$ cat src/rtl/branch_predict.sv
// Branch predictor and EX-stage branch resolver.
// A table of 2-bit saturating counters (BHT) predicts fetch-stage branches;
// the EX stage resolves branch/jump outcomes, trains the table, and reports
// a registered resolution with the corrected next-fetch PC.
// Optional build macro: BRANCH_PREDICT_BYPASS_EN -- when defined, a fetch
// lookup that hits the counter being trained this cycle sees the trained
// value instead of the stale one.
module branch_predict #(
    parameter int unsigned BHT_DEPTH = 64,
    parameter int unsigned PC_W      = 32
) (
    input  logic            clk,
    input  logic            resetn,
    input  logic [PC_W-1:0] if_pc,
    output logic            if_pred_taken,
    input  logic            ex_valid,
    input  logic [7:0]      ex_type,
    input  logic [PC_W-1:0] ex_opa,
    input  logic [PC_W-1:0] ex_opb,
    input  logic [PC_W-1:0] ex_pc,
    input  logic [PC_W-1:0] ex_target,
    input  logic            ex_pred_taken,
    input  logic            flush,
    output logic            res_valid,
    output logic            res_taken,
    output logic            res_mispredict,
    output logic [PC_W-1:0] res_redirect_pc,
    output logic [31:0]     perf_miss
);

    localparam int unsigned IDX_W  = $clog2(BHT_DEPTH);
    localparam int unsigned CNT_W  = 2;
    localparam int unsigned PERF_W = 32;

    localparam logic [CNT_W-1:0] CNT_RESET = 2'b01;
    localparam logic [CNT_W-1:0] CNT_MAX   = 2'b11;
    localparam logic [CNT_W-1:0] CNT_MIN   = 2'b00;

    logic [CNT_W-1:0] bht [BHT_DEPTH];

    logic [IDX_W-1:0] if_idx;
    logic [IDX_W-1:0] ex_idx;
    logic             accept;
    logic             type_onehot;
    logic             is_cond;
    logic             bht_update;
    logic             act_taken;
    logic             mispredict;
    logic [PC_W-1:0]  redirect_pc;
    logic [CNT_W-1:0] cur_cnt;
    logic [CNT_W-1:0] nxt_cnt;
    logic             opa_neg;
    logic             opa_zero;
    logic             ops_eq;
    logic             unused_pc_bits;

    assign if_idx = if_pc[IDX_W+1:2];
    assign ex_idx = ex_pc[IDX_W+1:2];

    // Only the word-index bits of the fetch PC address the table.
    assign unused_pc_bits = ^{if_pc[PC_W-1:IDX_W+2], if_pc[1:0]};

    // Decode the EX instruction and compute its actual outcome and redirect.
    always_comb begin
        accept      = ex_valid & ~flush;
        type_onehot = (ex_type != 8'h00) && ((ex_type & (ex_type - 8'h01)) == 8'h00);
        is_cond     = type_onehot && (ex_type[5:0] != 6'h00);
        bht_update  = accept & is_cond;

        opa_neg  = ex_opa[PC_W-1];
        opa_zero = (ex_opa == '0);
        ops_eq   = (ex_opa == ex_opb);

        // With a one-hot type, AND-OR selects the single applicable condition.
        act_taken = 1'b0;
        if (type_onehot) begin
            act_taken = |(ex_type & {1'b1, 1'b1, opa_neg, opa_neg | opa_zero,
                                     ~opa_neg & ~opa_zero, ~opa_neg, ~ops_eq, ops_eq});
        end

        mispredict = act_taken ^ ex_pred_taken;

        if (!act_taken) begin
            redirect_pc = ex_pc + PC_W'(8);
        end else if (ex_type[7]) begin
            redirect_pc = ex_opa;
        end else begin
            redirect_pc = ex_target;
        end
    end

    // Saturating counter step for the entry being trained.
    always_comb begin
        cur_cnt = bht[ex_idx];
        nxt_cnt = cur_cnt;
        if (act_taken) begin
            if (cur_cnt != CNT_MAX) begin
                nxt_cnt = cur_cnt + CNT_W'(1);
            end
        end else begin
            if (cur_cnt != CNT_MIN) begin
                nxt_cnt = cur_cnt - CNT_W'(1);
            end
        end
    end

    // Fetch-side prediction from the counter MSB.
    always_comb begin
`ifdef BRANCH_PREDICT_BYPASS_EN
        if (bht_update && (if_idx == ex_idx)) begin
            if_pred_taken = nxt_cnt[1];
        end else begin
            if_pred_taken = bht[if_idx][1];
        end
`else
        if_pred_taken = bht[if_idx][1];
`endif
    end

    // Counter table: reset to weakly not-taken, trained by conditional branches.
    always_ff @(posedge clk or negedge resetn) begin
        if (!resetn) begin
            for (int unsigned i = 0; i < BHT_DEPTH; i++) begin
                bht[i] <= CNT_RESET;
            end
        end else if (bht_update) begin
            bht[ex_idx] <= nxt_cnt;
        end
    end

    // Registered resolution; payload holds its value across idle cycles.
    always_ff @(posedge clk or negedge resetn) begin
        if (!resetn) begin
            res_valid       <= 1'b0;
            res_taken       <= 1'b0;
            res_mispredict  <= 1'b0;
            res_redirect_pc <= '0;
        end else begin
            res_valid <= accept;
            if (accept) begin
                res_taken       <= act_taken;
                res_mispredict  <= mispredict;
                res_redirect_pc <= redirect_pc;
            end
        end
    end

    // Saturating mispredict counter.
    always_ff @(posedge clk or negedge resetn) begin
        if (!resetn) begin
            perf_miss <= '0;
        end else if (accept && mispredict && (perf_miss != '1)) begin
            perf_miss <= perf_miss + PERF_W'(1);
        end
    end

endmodule

$ cat config.mk
export PLATFORM = sky130hd
export DESIGN_NAME = branch_predict
export DESIGN_NICKNAME = d
export VERILOG_FILES = /design/src/rtl/branch_predict.sv
export SDC_FILE = /design/constraint.sdc
export NUM_CORES = 1
export LEC_CHECK = 0
export CAP_MARGIN = 0
export CORE_MARGIN = 2
export CORE_UTILIZATION = 56
export CTS_CLUSTER_SIZE = 14
export DETAILED_ROUTE_END_ITERATION = 8
export DONT_BUFFER_PORTS = 1
export GPL_TIMING_DRIVEN = 0
export MAX_ROUTING_LAYER = met4
export PLACE_DENSITY = 0.71
export SKIP_LAST_GASP = 1
export SYNTH_ARGS = -nofsm -noshare
export SYNTH_HDL_FRONTEND = slang
export SYNTH_SLANG_ARGS = --single-unit
$ cat constraint.sdc
create_clock -name clk -period 5.3 [get_ports clk]
set_clock_uncertainty 0.2 [all_clocks]
set_input_delay 0.53 -clock clk [delete_from_list [all_inputs] [get_ports clk]]
set_output_delay 0.53 -clock clk [all_outputs]
set_load 0.02 [all_outputs]
==> results of run 1 <==
-- power breakdown --
| part | internal [mW] | switching, mW |
|---|---|---|
| clock network | 0.741 | 0.627 |
| registers | 1.54 | 0.124 |
| logic | 0.120 | 0.192 |
-- sequential cells by signal, summed over array words and instances (netlist names) --
name,flops
res_redirect_pc,32
bht,128
res_taken,1
perf_miss,32
res_valid,1
res_mispredict,1
-- what timing repair did --
action,CTS,global route
hold endpoints to repair,195,0
hold buffers,1,0
setup buffers,0,0
-- how the worst max path moves through the flow --
stage                   from            end  slack, ns  cells after the start
floorplan           if_pc[2]  if_pred_taken       1.56                      5
global placement    if_pc[2]  if_pred_taken       0.91                      5
detailed placement  if_pc[2]  if_pred_taken       0.93                      5
CTS                 if_pc[2]  if_pred_taken       0.92                      5
global route        if_pc[2]  if_pred_taken       0.78                      5
finish              if_pc[2]  if_pred_taken       0.94                      5
-- worst reg2reg max path: stages, from the launching register on --
cell and delay, ns:
dfrtp_1 0.55, nand4_1 0.21, nor3_1 0.35, nand2_1 0.12
nor2_1 0.30, nand2_1 0.10, o21ai_1 0.57, clkbuf_1 0.46
nor3_1 0.13, xor2_1 0.16
-- cells by family (layout without fill, tap and decap cells) --
| family | Yosys count | in the layout | share of synthesized area (%) |
|---|---|---|---|
| AO/OA/AOI/OAI | 161 | 161 | 7.97 |
| XOR/XNOR | 94 | 94 | 7.24 |
| adder cells (fa/ha/maj) | 5 | 5 | 0.550 |
| buffers and inverters | 74 | 107 | 2.91 |
| flip-flops | 195 | 195 | 43.6 |
| multiplexers | 175 | 175 | 21.0 |
| AND/OR/NAND/NOR | 394 | 394 | 16.7 |
-- metal layers --
layer  track usage [%]  wire (µm)  vias up
met4              10.5       1060        0
met5                 -          0        -
met1              41.1      13300     4468
met3              7.19       2800       89
li1                  -          -     3975
met2              51.0      15900      432
-- final cells by class --
class,instances,share of cell area (%)
Timing Repair Buffer,1,0.223
Sequential cell,195,40.1
Buffer,66,2.44
Tap cell,270,2.73
Clock buffer,19,3.66
Multi-Input combinational cell,829,49.2
Clock inverter,13,1.39
Inverter,8,0.243
-- cells in the final DEF, fill, tap and decap left out, types with 4 or more instances in the layout --
cell | netlist | final
nand2_1 | 181 | 181
dfrtp_1 | 131 | 131
o21ai_0 | 91 | 91
mux2_2 | 80 | 80
dfstp_2 | 64 | 64
nor2_1 | 54 | 54
mux2i_1 | 52 | 52
xor2_1 | 49 | 49
xnor2_1 | 45 | 45
clkbuf_1 | 43 | 43
mux4_2 | 43 | 43
a21oi_1 | 28 | 28
nand3_1 | 27 | 27
nand4_1 | 24 | 24
nor3_1 | 23 | 23
nor4_1 | 18 | 18
and3_1 | 17 | 17
clkbuf_16 | 0 | 17
and2_1 | 16 | 16
buf_2 | 12 | 12
inv_1 | 7 | 7
a21o_1 | 7 | 7
a22oi_1 | 7 | 7
o21ai_1 | 6 | 6
nor4b_1 | 6 | 6
a211oi_1 | 6 | 6
ha_1 | 5 | 5
buf_1 | 4 | 4
nor3b_1 | 4 | 4
buf_6 | 4 | 4
==> impl_metrics.json, run 1 <==
{
  "ff2ff_setup_slack_ns": 2.03,
  "hold_slack_ns": -0.0793,
  "violations": "hold timing",
  "slowest_delay_ns": 0.83,
  "ir_worst_vdd_v": 0.000236,
  "crit_arrival_ns": 3.63,
  "drive_above_1_share_pct": 21.9,
  "grt_overflow": 0,
  "crit_chain": "clkbuf_1, buf_1, mux4_2, mux4_2, mux4_2",
  "grt_max_degree": 196,
  "cts_resized": 0,
  "io_pins": 241,
  "ys_warn_count": 0,
  "root_buffer": "clkbuf_16",
  "io_buffer_count": 0,
  "vias": 8964,
  "place_area_mm2": 0.0117,
  "yosysSeqAreaShare_pct": 43.6,
  "clock-sinks": 195,
  "grt_pass1_vias": 8761,
  "synth_area_mm2": 0.0114,
  "setup_slack_ns": 0.944,
  "via_per_inst": 6.40,
  "clock_latency_ns": 0.44,
  "final_util_pct": 61.5,
  "hold_path_class": "input port to async pin",
  "rows": 52,
  "crit_family": "multiplexers",
  "synth.net_count": 1276,
  "rsz0062_at_grt": "no",
  "post-dp-hpwl_um": 24100,
  "reg2reg_to": "perf_miss[20]$_DFFE_PN0P_",
  "numCtsBuffers": 17,
  "routedWlPerCell_um": 23.6,
  "synth_area_leaders": "dfrtp_1 29%, dfstp_2 15%, mux4_2 8.5%",
  "rr_worst_depth": 9,
  "syn2layout_area_growth_pct": 8.70,
  "endpoint_kind": "output port",
  "synth_area_per_cell_um2": 10.4,
  "fmax_mhz": 230,
  "grt_pass1_wl_um": 51200,
  "ant_nets": 0,
  "path_clk_slew_ns": 0.08,
  "crit_path_max_fanout": 10,
  "drv_cap": 0,
  "fillCellCount": 1634,
  "status": "complete, but fails checks",
  "die_area_mm2": 0.0215,
  "die_y_um": 147,
  "first_pass_iters": 5,
  "finalHoldViolations": 34,
  "total_power_mw": 3.35,
  "setup_tns_ns": 0,
  "pre_cts_slack_ns": 0.932,
  "netlist_top_cells_count": "181 x nand2_1, 131 x dfrtp_1, 91 x o21ai_0",
  "ys_types": 56,
  "drtIter0Drc": 766,
  "required_ns": 4.57,
  "place_inst": 1368,
  "worst_pin_slew_ns": 1.19,
  "yosysMostFrequentCell": "nand2_1",
  "multiInputGateArea_mm2": 0.00608,
  "yosys.area.top_type": "dfrtp_1",
  "final_cell_area_mm2": 0.0124,
  "setup_viol": 0,
  "ys_ff_latch": 195,
  "slowest_stage": "buf_1",
  "synthCells": 1098,
  "ys.flop_type": "dfrtp_1",
  "htreeDepth": 4,
  "cp-start-kind": "input port",
  "finalNonFillerCells": 1401,
  "worst_path_most_repeated_cell": "mux4_2",
  "drc": 0,
  "synth_async_sr_flop_share_pct": 100,
  "cp_num_buf_inv": 2,
  "clockBufferDepth": 2,
  "cts_tree": "built",
  "fin_crit_sh_pct": 82.2,
  "nets": 1296,
  "antenna_found_initial": 0,
  "synth_edf_count": 0,
  "die_w_um": 147,
  "start_util_pct": 56.6,
  "n_antenna_cell": 0,
  "grtUsageTotal_pct": 32.0,
  "slew_violations": 0,
  "seq_area_mm2": 0.00496,
  "slew_headroom_pct": 19.9,
  "p_per_area_mw_per_mm2": 271,
  "power.leakage_nw": 5.19,
  "synth_top_cell_area_share_pct": 28.8,
  "routabilityCongestion": 0.999,
  "core_area_mm2": 0.0201,
  "period_needed_ns": 4.36,
  "r2r-start": "perf_miss[8]$_DFFE_PN0P_",
  "wl_um": 33100,
  "crit_type": "input port to output port"
}
Note: power is estimated with default switching activity, not from simulation.
==> inputs of run 2 (changes only) <==
==> constraint.sdc (replaced) <==
create_clock -name clk -period 4.2 [get_ports clk]
set_clock_uncertainty 0.2 [all_clocks]
set_input_delay 0.42 -clock clk [delete_from_list [all_inputs] [get_ports clk]]
set_output_delay 0.42 -clock clk [all_outputs]
set_load 0.02 [all_outputs]
==> impl_metrics.json, run 2 (synthesis results as in run 1) <==
{
  "status": "complete, but fails checks",
  "violations": "hold timing",
  "reg2reg_to": "perf_miss[17]$_DFFE_PN0P_",
  "io_pins": 241,
  "numCtsBuffers": 17,
  "final_util_pct": 61.4,
  "power_frac_comb_pct": 8.5,
  "hold_path_class": "input port to async pin",
  "drtIter0Drc": 824,
  "required_ns": 3.58,
  "power.leakage_nw": 5.18,
  "ff2ff_setup_slack_ns": 0.95,
  "most-common-layout-cells": "181 x nand2_1, 131 x dfrtp_1, 91 x o21ai_0",
  "finalNonFillerCells": 1400,
  "setup_viol": 0,
  "wl_met2_um": 16100,
  "die_y_um": 147,
  "crit_arrival_ns": 3.18,
  "reg.largest.list": "bht (128), perf_miss (32), res_redirect_pc (32)",
  "grt_max_degree": 196,
  "drv_cap": 0,
  "finalHoldViolations": 195,
  "wl_um": 33100,
  "grt_overflow": 0,
  "grt_pass1_wl_um": 51200,
  "grt_pass1_vias": 8741,
  "crit_type": "input port to output port",
  "crit_end": "if_pred_taken",
  "clock_power_share_pct": 41.2,
  "die_area_mm2": 0.0215,
  "rows": 52,
  "core_area_mm2": 0.0201,
  "grtUsageTotal_pct": 32.0,
  "period_needed_ns": 3.80,
  "slew_headroom_pct": 19.0,
  "post-dp-hpwl_um": 24100,
  "place_inst": 1368,
  "via_per_inst": 6.37,
  "crit_path_max_fanout": 10,
  "worst_pin_slew_ns": 1.21,
  "endpoint_kind": "output port",
  "path_clk_slew_ns": 0.08,
  "hold_slack_ns": -0.546,
  "switchingPower_mw": 1.16,
  "final_common_cell": "nand2_1",
  "intPower_mw": 3.03,
  "routabilityCongestion": 0.999,
  "rsz0062_at_grt": "no",
  "postCtsSetupBuffers": 0,
  "drc": 0,
  "cp-start-kind": "input port",
  "swShare_pct": 27.6,
  "power_frac_seq_pct": 50.2,
  "regMostFlops": "bht",
  "rr_worst_depth": 10,
  "antenna_found_initial": 0,
  "slew_violations": 0,
  "wl_met1_um": 13600,
  "cts_tree": "built",
  "fmax_mhz": 263,
  "setup_tns_ns": 0,
  "dr_wl_met3_um": 2530,
  "routed.top_layer": "met4",
  "clock_latency_ns": 0.45,
  "routedWlPerCell_um": 23.7,
  "ir_worst_vdd_v": 0.000295,
  "first_pass_iters": 5,
  "n_antenna_cell": 0,
  "fin_crit_sh_pct": 90.5,
  "clockBufferDepth": 2,
  "r2r-start": "perf_miss[0]$_DFFE_PN0P_",
  "clock-sinks": 195,
  "htreeDepth": 4,
  "syn2layout_area_growth_pct": 8.47,
  "p_per_area_mw_per_mm2": 339,
  "drive_above_1_share_pct": 21.9,
  "nets": 1295,
  "largest_register_ffs": 128,
  "die_w_um": 147,
  "root_buffer": "clkbuf_16",
  "ant_nets": 0,
  "start_util_pct": 56.6,
  "startpoint": "if_pc[2]",
  "vias": 8922,
  "io_buffer_count": 0
}
-- run 2: cell count changes in the layout (fill, tap and decap cells not counted) --
cell / previous run / this run
buf_1: 4 / 3
buf_16: 1 / 0
clkbuf_2: 1 / 2
-- run 2: critical path, cell delays in order --
cell and delay [ns]:
clkbuf_1 0.50, clkbuf_2 0.54, mux4_2 0.58, mux4_2 0.56, mux4_2 0.57
-- run 2: power by group through the flow --
stage | registers (mW) | clock network (mW) | logic (mW)
2_1_floorplan | 2.11 | 0 | 0.266
3_3_place_gp | 2.13 | 0 | 0.342
3_5_place_dp | 2.14 | 0 | 0.352
4_1_cts | 2.10 | 1.74 | 0.353
5_1_grt | 2.11 | 1.82 | 0.391
6_report | 2.10 | 1.73 | 0.357
-- run 2: metrics by stage --
stage / power (mW) / area [µm²] / hold WS, ns / setup slack [ns]
after floorplan: 2.38 / 11400 / -0.0756 / 0.679
after global placement: 2.48 / 11700 / -0.0726 / 0.0345
after detailed placement: 2.49 / 11700 / -0.0728 / 0.0523
after CTS: 4.19 / 12300 / -0.544 / 0.0414
after global routing: 4.32 / 12300 / -0.556 / 0.272
final: 4.19 / 12300 / -0.546 / 0.398
-- run 2: metal layers --
| layer | track usage, % | vias to the layer above |
|---|---|---|
| li1 | - | 3966 |
| met1 | 41.4 | 4471 |
| met2 | 51.2 | 410 |
| met3 | 6.75 | 75 |
| met4 | 9.85 | 0 |
| met5 | - | - |
-- run 2: repair_timing --
item,CTS,global route
endpoints found under the hold margin,195,195
gates resized for setup,0,2
endpoints found under the setup margin,0,1
-- run 2: cell type report --
| cell class | instances | area [µm²] |
|---|---|---|
| Fill cell | 1641 | 7760 |
| Multi-Input combinational cell | 829 | 6080 |
| Sequential cell | 195 | 4960 |
| Clock buffer | 19 | 453 |
| Tap cell | 270 | 338 |
| Buffer | 66 | 303 |
| Clock inverter | 13 | 171 |
| Inverter | 8 | 30.0 |
-- run 2: how the worst min path moves through the flow --
stage,slack [ns],cells past startpoint,endpoint,start
floorplan,-0.08,0,bht[101]$_DFFE_PN0P_,resetn
global placement,-0.07,0,perf_miss[10]$_DFFE_PN0P_,resetn
detailed placement,-0.07,0,perf_miss[9]$_DFFE_PN0P_,resetn
CTS,-0.54,0,perf_miss[9]$_DFFE_PN0P_,resetn
global route,-0.56,0,perf_miss[19]$_DFFE_PN0P_,resetn
finish,-0.55,0,perf_miss[9]$_DFFE_PN0P_,resetn
